### src/rtl/vga_scanout.sv
// VGA raster scan-out: walks an h/v raster, fetches pixels linearly from a 1-clock-latency
// framebuffer and emits pixel, syncs and flags aligned 3 clocks after the counter state.
// Optional colour-bar source enabled by defining VGA_SCANOUT_TEST_PATTERN_EN.
module vga_scanout #(
    parameter int BITS_PER_PIXEL = 3,
    parameter int H_VISIBLE      = 640,
    parameter int H_FRONT        = 16,
    parameter int H_SYNC         = 96,
    parameter int H_BACK         = 48,
    parameter int V_VISIBLE      = 480,
    parameter int V_FRONT        = 10,
    parameter int V_SYNC         = 2,
    parameter int V_BACK         = 33
) (
    input  logic                                       i_Clock,
    input  logic                                       i_Reset,
`ifdef VGA_SCANOUT_TEST_PATTERN_EN
    input  logic                                       i_Test_Pattern,
`endif
    output logic [$clog2(H_VISIBLE*V_VISIBLE-1):0]     o_Read_Addr,
    input  logic [BITS_PER_PIXEL-1:0]                  i_Read_Data,
    output logic [BITS_PER_PIXEL-1:0]                  o_Pixel,
    output logic                                       o_HSync,
    output logic                                       o_VSync,
    output logic                                       o_Active,
    output logic                                       o_Frame_Start
);

    localparam int H_TOTAL = H_VISIBLE + H_FRONT + H_SYNC + H_BACK;
    localparam int V_TOTAL = V_VISIBLE + V_FRONT + V_SYNC + V_BACK;
    // h keeps at least 9 bits so the colour-bar tap h[8:6] always exists
    localparam int HW = ($clog2(H_TOTAL) > 9) ? $clog2(H_TOTAL) : 9;
    localparam int VW = ($clog2(V_TOTAL) > 1) ? $clog2(V_TOTAL) : 1;
    localparam int AW = $clog2(H_VISIBLE*V_VISIBLE-1) + 1;

    localparam logic [HW-1:0] H_LAST   = HW'(H_TOTAL - 1);
    localparam logic [HW-1:0] H_VIS    = HW'(H_VISIBLE);
    localparam logic [HW-1:0] H_SS     = HW'(H_VISIBLE + H_FRONT);
    localparam logic [HW-1:0] H_SE     = HW'(H_VISIBLE + H_FRONT + H_SYNC);
    localparam logic [VW-1:0] V_LAST   = VW'(V_TOTAL - 1);
    localparam logic [VW-1:0] V_VIS    = VW'(V_VISIBLE);
    localparam logic [VW-1:0] V_SS     = VW'(V_VISIBLE + V_FRONT);
    localparam logic [VW-1:0] V_SE     = VW'(V_VISIBLE + V_FRONT + V_SYNC);

    logic [HW-1:0]             h_q, h_d;
    logic [VW-1:0]             v_q, v_d;
    logic [AW-1:0]             addr_cnt_q, addr_cnt_d;
    logic [AW-1:0]             rd_addr_q, rd_addr_d;
    logic                      h_wrap_s, v_wrap_s;
    logic                      vis_s, hs_s, vs_s, fs_s;
    logic [1:0]                vis_pipe_q, hs_pipe_q, vs_pipe_q, fs_pipe_q;
    logic [BITS_PER_PIXEL-1:0] pixel_src_s, pixel_d, pixel_q;
    logic                      hsync_n_q, vsync_n_q, active_q, frame_start_q;

`ifdef VGA_SCANOUT_TEST_PATTERN_EN
    logic [2:0] bar1_q, bar2_q;

    function automatic logic [BITS_PER_PIXEL-1:0] bar_to_pixel(input logic [2:0] bar);
        logic [BITS_PER_PIXEL+2:0] ext;
        ext = {{BITS_PER_PIXEL{1'b0}}, bar};
        return ext[BITS_PER_PIXEL-1:0];
    endfunction
`endif

    // Raster position, decoded flags and the linear address counter next state
    always_comb begin
        h_wrap_s = (h_q == H_LAST);
        v_wrap_s = (v_q == V_LAST);
        vis_s    = (h_q < H_VIS) && (v_q < V_VIS);
        hs_s     = (h_q >= H_SS) && (h_q < H_SE);
        vs_s     = (v_q >= V_SS) && (v_q < V_SE);
        fs_s     = (h_q == {HW{1'b0}}) && (v_q == {VW{1'b0}});
        if (h_wrap_s) begin
            h_d = {HW{1'b0}};
            if (v_wrap_s) begin
                v_d = {VW{1'b0}};
            end else begin
                v_d = v_q + VW'(1);
            end
        end else begin
            h_d = h_q + HW'(1);
            v_d = v_q;
        end
        // Counter tracks the index of the current visible pixel; idle through blanking
        if (h_wrap_s && v_wrap_s) begin
            addr_cnt_d = {AW{1'b0}};
        end else if (vis_s) begin
            addr_cnt_d = addr_cnt_q + AW'(1);
        end else begin
            addr_cnt_d = addr_cnt_q;
        end
        if (vis_s) begin
            rd_addr_d = addr_cnt_q;
        end else begin
            rd_addr_d = rd_addr_q;
        end
    end

    // Output pixel selection with blanking applied from the stage-2 visible flag
    always_comb begin
        pixel_src_s = i_Read_Data;
`ifdef VGA_SCANOUT_TEST_PATTERN_EN
        if (i_Test_Pattern) begin
            pixel_src_s = bar_to_pixel(bar2_q);
        end else begin
            pixel_src_s = i_Read_Data;
        end
`endif
        if (vis_pipe_q[1]) begin
            pixel_d = pixel_src_s;
        end else begin
            pixel_d = {BITS_PER_PIXEL{1'b0}};
        end
    end

    // Raster counters, address register and the 3-stage aligned output pipeline
    always_ff @(posedge i_Clock) begin
        if (i_Reset) begin
            h_q           <= {HW{1'b0}};
            v_q           <= {VW{1'b0}};
            addr_cnt_q    <= {AW{1'b0}};
            rd_addr_q     <= {AW{1'b0}};
            vis_pipe_q    <= 2'b00;
            hs_pipe_q     <= 2'b00;
            vs_pipe_q     <= 2'b00;
            fs_pipe_q     <= 2'b00;
            pixel_q       <= {BITS_PER_PIXEL{1'b0}};
            hsync_n_q     <= 1'b1;
            vsync_n_q     <= 1'b1;
            active_q      <= 1'b0;
            frame_start_q <= 1'b0;
        end else begin
            h_q           <= h_d;
            v_q           <= v_d;
            addr_cnt_q    <= addr_cnt_d;
            rd_addr_q     <= rd_addr_d;
            vis_pipe_q    <= {vis_pipe_q[0], vis_s};
            hs_pipe_q     <= {hs_pipe_q[0], hs_s};
            vs_pipe_q     <= {vs_pipe_q[0], vs_s};
            fs_pipe_q     <= {fs_pipe_q[0], fs_s};
            pixel_q       <= pixel_d;
            hsync_n_q     <= ~hs_pipe_q[1];
            vsync_n_q     <= ~vs_pipe_q[1];
            active_q      <= vis_pipe_q[1];
            frame_start_q <= fs_pipe_q[1];
        end
    end

`ifdef VGA_SCANOUT_TEST_PATTERN_EN
    // Colour-bar index follows the same two stages as the visible flag
    always_ff @(posedge i_Clock) begin
        if (i_Reset) begin
            bar1_q <= 3'd0;
            bar2_q <= 3'd0;
        end else begin
            bar1_q <= h_q[8:6];
            bar2_q <= bar1_q;
        end
    end
`endif

    assign o_Read_Addr   = rd_addr_q;
    assign o_Pixel       = pixel_q;
    assign o_HSync       = hsync_n_q;
    assign o_VSync       = vsync_n_q;
    assign o_Active      = active_q;
    assign o_Frame_Start = frame_start_q;

endmodule

### config.mk
export PLATFORM = sky130hd
export DESIGN_NAME = vga_scanout
export DESIGN_NICKNAME = d
export VERILOG_FILES = /design/src/rtl/vga_scanout.sv
export SDC_FILE = /design/constraint.sdc
export NUM_CORES = 1
export LEC_CHECK = 0
export CELL_PAD_IN_SITES_DETAIL_PLACEMENT = 1
export CELL_PAD_IN_SITES_GLOBAL_PLACEMENT = 2
export CORE_ASPECT_RATIO = 0.5
export CORE_UTILIZATION = 34
export DETAILED_ROUTE_END_ITERATION = 7
export GPL_TIMING_DRIVEN = 0
export PLACE_DENSITY_LB_ADDON = 0.1
export SLEW_MARGIN = 20
export SYNTH_ARGS = -nofsm -noshare
export SYNTH_HDL_FRONTEND = slang
export SYNTH_SLANG_ARGS = --single-unit
### constraint.sdc
create_clock -name i_Clock -period 2.2 [get_ports i_Clock]
set_input_delay 0.55 -clock i_Clock [delete_from_list [all_inputs] [get_ports i_Clock]]
set_output_delay 0.55 -clock i_Clock [all_outputs]
set_load 0.02 [all_outputs]
==> flow_summary_export.csv, run 1 <==
group,metric,value,unit
timing,maxSlewHeadroom,54.2,%
placed_design,dp_cells,506,
critical_path,r2r_slack,0.14,ns
layout,multi_input_area,1480,um^2
grt,grt_pass1_vias,2672,
drt,routedWlPerCell,15.2,um
yosys,syn_area_per_cell,8.58,um^2
critical_path,setup.worst_path.start_class,"flip-flop",
timing,min_period,2.06,ns
yosys,synthArstFlopShare,0,%
yosys,synth-simple-area-share,29.4,%
clock_network,clk_pin_slew,0.06,ns
floorplan,fp.dieH,69.3,um
critical_path,cpPeakStageDelay,0.46,ns
yosys,synth_area_leaders,"dfxtp_1 (49%), nand2_1 (6.8%), a21oi_1 (6.0%)",
floorplan,fp.coreArea,8740,um^2
critical_path,worst-setup-path-type,"flip-flop to flip-flop",
grt,grt_max_degree,13,
timing,rsz0062_at_grt,"false",
floorplan,die-width,137,um
critical_path,cpMostUsedCell,"or3_4",
yosys,syn_area,3080,um^2
layout,ff_latch_area,1500,um^2
power,ir_worst_vdd,0.352,mV
grt,grt_use_total,18.3,%
timing,min_period_over_period,93.8,%
timing,clock.fmax,485,MHz
clock_network,clkLatencyLatePin,0.33,ns
clock_network,cts_htree_levels,3,
placed_design,port_buffers,30,
yosys,synthFlopType,"dfxtp_1",
yosys,synth_compound_area_share,10.9,%
drt,first_pass_iters,4,
layout,antenna_cells,0,
clock_network,cts_sinks,75,
floorplan,die_area,9470,um^2
critical_path,crit_buf_inv,2,
power,powerDensity,737,nW/um^2
floorplan,initial_core_util,35.3,%
yosys,syn-instance-count,359,
layout,fillers,1038,
drt,finalWirelength,7.93,mm
yosys,ys_warn_count,0,
critical_path,cp_top_family,"simple AND/OR/NAND/NOR gates",
hold_path,hold_depth,1,
timing,setup_slack,0.137,ns
yosys,synth_top_cell_area_share,48.7,%
floorplan,rows,24,
yosys,synth_nets,369,
clock_network,cts_tree,"done",
status,status,"finished clean",
yosys,muxShareOfSynthArea,0,%
layout,syn_to_final_growth,24.3,%
drt,drtAntennaViolNets,0,
placed_design,dp_slack,-0.0721,ns
placed_design,place_congestion,0.833,
yosys,synth-xor-area-share,5.69,%
layout,fin_nets,412,
yosys,synth-edff-count,0,
yosys,synth-adder-area-share,2.03,%
critical_path,crit_arrival,2.32,ns
yosys,ys_seq_area_share,48.7,%
clock_network,cts.path.max_buffers,2,
power,power,2.82,mW
floorplan,ios,32,
drt,num_vias,2668,
yosys,synth_cell_types,35,
critical_path,crit_chain,"buf_4 -> or3_4 -> or3_4 -> buf_6 -> or4_1 -> a21oi_1",
hold_path,min_path_type,"flip-flop to flip-flop",
grt,overflow,0,
timing,maxSlewViolCount,0,
critical_path,path_max_fanout,10,
critical_path,required,2.46,ns
critical_path,slowest_stage,"or4_1",
grt,grt_pass1_wl,13.3,mm
timing,hold_viol,0,
layout,drive_gt1_share,7.88,%
yosys,ys_ff_latch,75,
critical_path,cp.depth,6,
yosys,synth_top_family_by_area,"simple AND/OR/NAND/NOR gates",
timing,tightestPinTransition,0.677,ns
timing,finalSetupTns,0,ns
yosys,yosys.area.top_type,"dfxtp_1",
critical_path,r2r_cells,6,
run,drv_cap,0,
timing,finalSetupViolCount,0,
clock_network,cts_buffers,9,
timing,finClkSkew,0.0102,ns
layout,fin_cells,523,
power,p_leak,1.29,nW
drt,drc,0,
drt,avgViaCountPerCell,5.10,
critical_path,endpoint_kind,"flip-flop",
placed_design,dpl.hpwl,5.79,mm
grt,antenna_found_initial,0,
clock_network,clockRootBuffer,"clkbuf_16",
drt,initialDrtViolationCount,93,
-- power breakdown --
group | switching, mW | internal [mW] | leakage, nW | total [mW]
clock | 0.553 | 0.781 | 0.130 | 1.33
sequential | 0.0167 | 1.38 | 0.608 | 1.40
combinational | 0.0519 | 0.0404 | 0.555 | 0.0923
total | 0.621 | 2.20 | 1.29 | 2.82
-- per-layer routing --
layer	GRT usage [%]	vias up	routed length [um]
met4	5.43	0	59
met2	29.2	34	3650
li1	-	1345	-
met3	5.34	7	328
met1	24.0	1282	3900
met5	0	-	0
-- Yosys cell counts (2+ instances only) --
| cell type | number |
|---|---|
| ha_1 | 5 |
| o31ai_1 | 6 |
| or4b_2 | 2 |
| and3_1 | 7 |
| xor2_1 | 9 |
| and4_1 | 3 |
| nor2b_1 | 8 |
| o21a_1 | 2 |
| or4_1 | 9 |
| nor3_1 | 8 |
| nand4_1 | 15 |
| nand2b_1 | 2 |
| buf_2 | 3 |
| and2_1 | 4 |
| xnor2_1 | 11 |
| nor2_1 | 27 |
| nand3_1 | 18 |
| o21ai_0 | 9 |
| dfxtp_1 | 75 |
| inv_1 | 7 |
| clkbuf_1 | 11 |
| or3_1 | 10 |
| nor4_1 | 5 |
| a21oi_1 | 37 |
| nand2_1 | 56 |
-- cell usage in the layout (no fill, tap or decap), types with 5 or more instances in the layout --
cell,netlist,final
dfxtp_1,75,74
nand2_1,56,56
a21oi_1,37,37
clkdlybuf4s50_1,0,30
nor2_1,27,27
nand3_1,18,18
nand4_1,15,15
xnor2_1,11,11
o21ai_0,9,9
or3_1,10,9
or4_1,9,9
xor2_1,9,9
clkbuf_16,0,9
nor3_1,8,8
nor2b_1,8,8
inv_1,7,7
clkbuf_1,11,7
and3_1,7,7
buf_4,1,6
o31ai_1,6,6
nor4_1,5,5
ha_1,5,5
-- cells by family after synthesis --
group	Yosys count
and+or+nand+nor	177
DFF	75
AOI/OAI and AO/OA	59
buffers and inverters	23
xor gates and xnor gates	20
adders and majority gates	5
-- final timing paths --
kind,end,start
setup / recovery,v_q[7],h_q[5]
hold reg to reg,o_VSync,vs_pipe_q[1]
setup reg to reg,v_q[7],h_q[5]
hold / removal,o_VSync,vs_pipe_q[1]
-- state kept, by name, summed over array words and instances, names as in the netlist --
register and flops:
addr_cnt_q 20, fs_pipe_q 2, h_q 10, hs_pipe_q 2
o_Active 1, o_Frame_Start 1, o_HSync 1, o_Pixel 3
o_Read_Addr 20, o_VSync 1, v_q 10, vis_pipe_q 2
vs_pipe_q 2
-- timing repair --
action | in CTS | in global routing
hold endpoints to repair | 0 | 0
setup buffers | 0 | 3
setup endpoints to repair | 12 | 32
resized for setup | 3 | 8
hold buffers | 0 | 0
-- worst register-to-register path: stages, from the launching register on --
cell and delay, ns:
dfxtp_1 0.29, buf_4 0.15, or3_4 0.37, or3_4 0.41
buf_6 0.15, or4_1 0.46, a21oi_1 0.14
-- stage by stage --
step	util [%]	hold slack [ns]	instance area, um^2
after detailed placement	40.4	0.363	3530
after global routing	43.8	0.389	3830
after global placement	40.4	0.358	3530
after floorplan	-	0.356	3080
final	43.8	0.373	3830
after CTS	43.5	0.377	3800
-- area by class of cell --
class | count | share of cell area, %
Timing Repair Buffer | 33 | 8.43
Clock inverter | 5 | 0.784
Buffer | 15 | 2.09
Clock buffer | 10 | 6.24
Multi-Input combinational cell | 261 | 38.7
Tap cell | 117 | 3.82
Inverter | 7 | 0.686
Sequential cell | 75 | 39.2
(Power assumes the default switching activity.)
==> run 2: changes to the inputs <==
==> constraint.sdc (replaced) <==
create_clock -name i_Clock -period 2.04 [get_ports i_Clock]
set_input_delay 0.51 -clock i_Clock [delete_from_list [all_inputs] [get_ports i_Clock]]
set_output_delay 0.51 -clock i_Clock [all_outputs]
set_load 0.02 [all_outputs]
==> flow_summary_export.csv, run 2 (synthesis results as in run 1) <==
group,metric,value,unit
floorplan,fp.coreArea,8740,um^2
layout,mostFrequentLayoutCells,"dfxtp_1 (70), nand2_1 (56), a21oi_1 (37), clkdlybuf4s50_1 (30), nor2_1 (27)",
floorplan,rows,24,
critical_path,setup.worst_path.start_class,"flip-flop",
timing,min_period,1.98,ns
critical_path,path_max_fanout,8,
timing,maxSlewViolCount,0,
drt,first_pass_iters,4,
power,power,3.05,mW
clock_network,cts.path.max_buffers,2,
grt,overflow,0,
clock_network,clkLatencyLatePin,0.33,ns
timing,finalSetupViolCount,0,
critical_path,crit_arrival,2.24,ns
drt,finalWirelength,8.17,mm
floorplan,initial_core_util,35.3,%
drt,routedWlPerCell,15.4,um
critical_path,worst-setup-path-type,"flip-flop to flip-flop",
drt,drc,0,
critical_path,required,2.30,ns
grt,antenna_found_initial,0,
clock_network,cts_sinks,75,
floorplan,die-width,137,um
critical_path,endpoint_kind,"flip-flop",
layout,layout_commonest_cell,"dfxtp_1",
layout,fin_nets,418,
grt,grt_use_total,18.7,%
layout,drive_gt1_share,11.2,%
drt,drtAntennaViolNets,0,
power,ir_worst_vdd,0.368,mV
timing,tightestPinTransition,0.634,ns
timing,maxSlewHeadroom,57.8,%
clock_network,postCtsHoldBufs,0,
layout,antenna_cells,0,
timing,rsz0062_at_grt,"false",
drt,initialDrtViolationCount,123,
drt,num_vias,2689,
timing,clock.fmax,505,MHz
clock_network,cts_buffers,9,
hold_path,min_path_type,"flip-flop to flip-flop",
clock_network,clk_pin_slew,0.06,ns
status,status,"finished clean",
grt,grt_pass1_wl,13.4,mm
grt,grt_pass1_vias,2708,
placed_design,place_congestion,0.833,
grt,grt_max_degree,13,
placed_design,port_buffers,30,
floorplan,fp.dieH,69.3,um
power,powerDensity,780,nW/um^2
clock_network,cts_tree,"done",
layout,ff_latch_area,1510,um^2
power,p_leak,1.32,nW
timing,hold_viol,0,
timing,finClkSkew,0.00988,ns
drt,avgViaCountPerCell,5.08,
floorplan,ios,32,
clock_network,cts_htree_levels,3,
layout,fillers,1040,
timing,min_period_over_period,97.1,%
layout,multi_input_area,1510,um^2
layout,syn_to_final_growth,26.8,%
placed_design,dpl.hpwl,5.79,mm
clock_network,clockRootBuffer,"clkbuf_16",
floorplan,die_area,9470,um^2
placed_design,dp_slack,-0.217,ns
timing,setup_slack,0.0590,ns
run,drv_cap,0,
==> run 2: power breakdown <==
part | internal (mW) | switching, mW | total (mW)
Sequential | 1.49 | 0.0197 | 1.51
Clock | 0.842 | 0.596 | 1.44
Combinational | 0.0455 | 0.0564 | 0.102
Total | 2.38 | 0.672 | 3.05
==> run 2: final cells by class <==
type                    instances  share of cell area, %
multi-input cells             261                   38.6
well taps                     117                   3.75
repair buffers                 40                   9.61
plain buffers                  14                   1.86
clock buffers                  10                   6.12
clock inverters                 5                  0.769
inverters                       7                  0.673
flip-flops and latches         75                   38.6
==> run 2: path summary, 6_finish.rpt <==
| path | endpoint | startpoint | depth (start not counted) | slack (ns) |
|---|---|---|---|---|
| worst max-delay path | v_q[9] | h_q[7] | 5 | 0.06 |
| worst min-delay path | o_VSync | vs_pipe_q[1] | 1 | 0.37 |
| worst max register to register | v_q[9] | h_q[7] | 5 | 0.06 |
| worst min register to register | o_VSync | vs_pipe_q[1] | 1 | 0.37 |
==> run 2: timing repair <==
| item | 4_1_cts | 5_1_grt |
|---|---|---|
| buffers inserted | 7 | 3 |
| endpoints found under the setup margin | 41 | 45 |
| pin swaps | 4 | 2 |
| resized for setup | 8 | 11 |
==> run 2: routing by layer <==
metal / track usage [%] / part of all wire, % / vias to the layer above / wire [um]
li1: - / - / 1356 / -
met1: 24.1 / 50 / 1301 / 4070
met2: 30.2 / 47 / 25 / 3800
met3: 5.34 / 2.9 / 7 / 237
met4: 5.43 / 0.72 / 0 / 59
met5: 0 / 0 / - / 0
==> run 2: per-stage QoR <==
step                TNS (ns)  hold WS, ns  area, um^2  std cells  util, %
floorplan                  0        0.356        3080        359        -
global placement       -2.64        0.358        3530        506     40.4
detailed placement     -4.77        0.363        3530        506     40.4
CTS                        0        0.377        3850        526     44.1
global route               0        0.389        3910        529     44.7
finish                     0        0.372        3910        529     44.7
==> run 2: critical path: stages, from the launching register on <==
cell and delay, ns:
dfxtp_2 0.35, or3_4 0.42, or3_4 0.39, buf_6 0.14, or4_1 0.47, a21oi_1 0.14
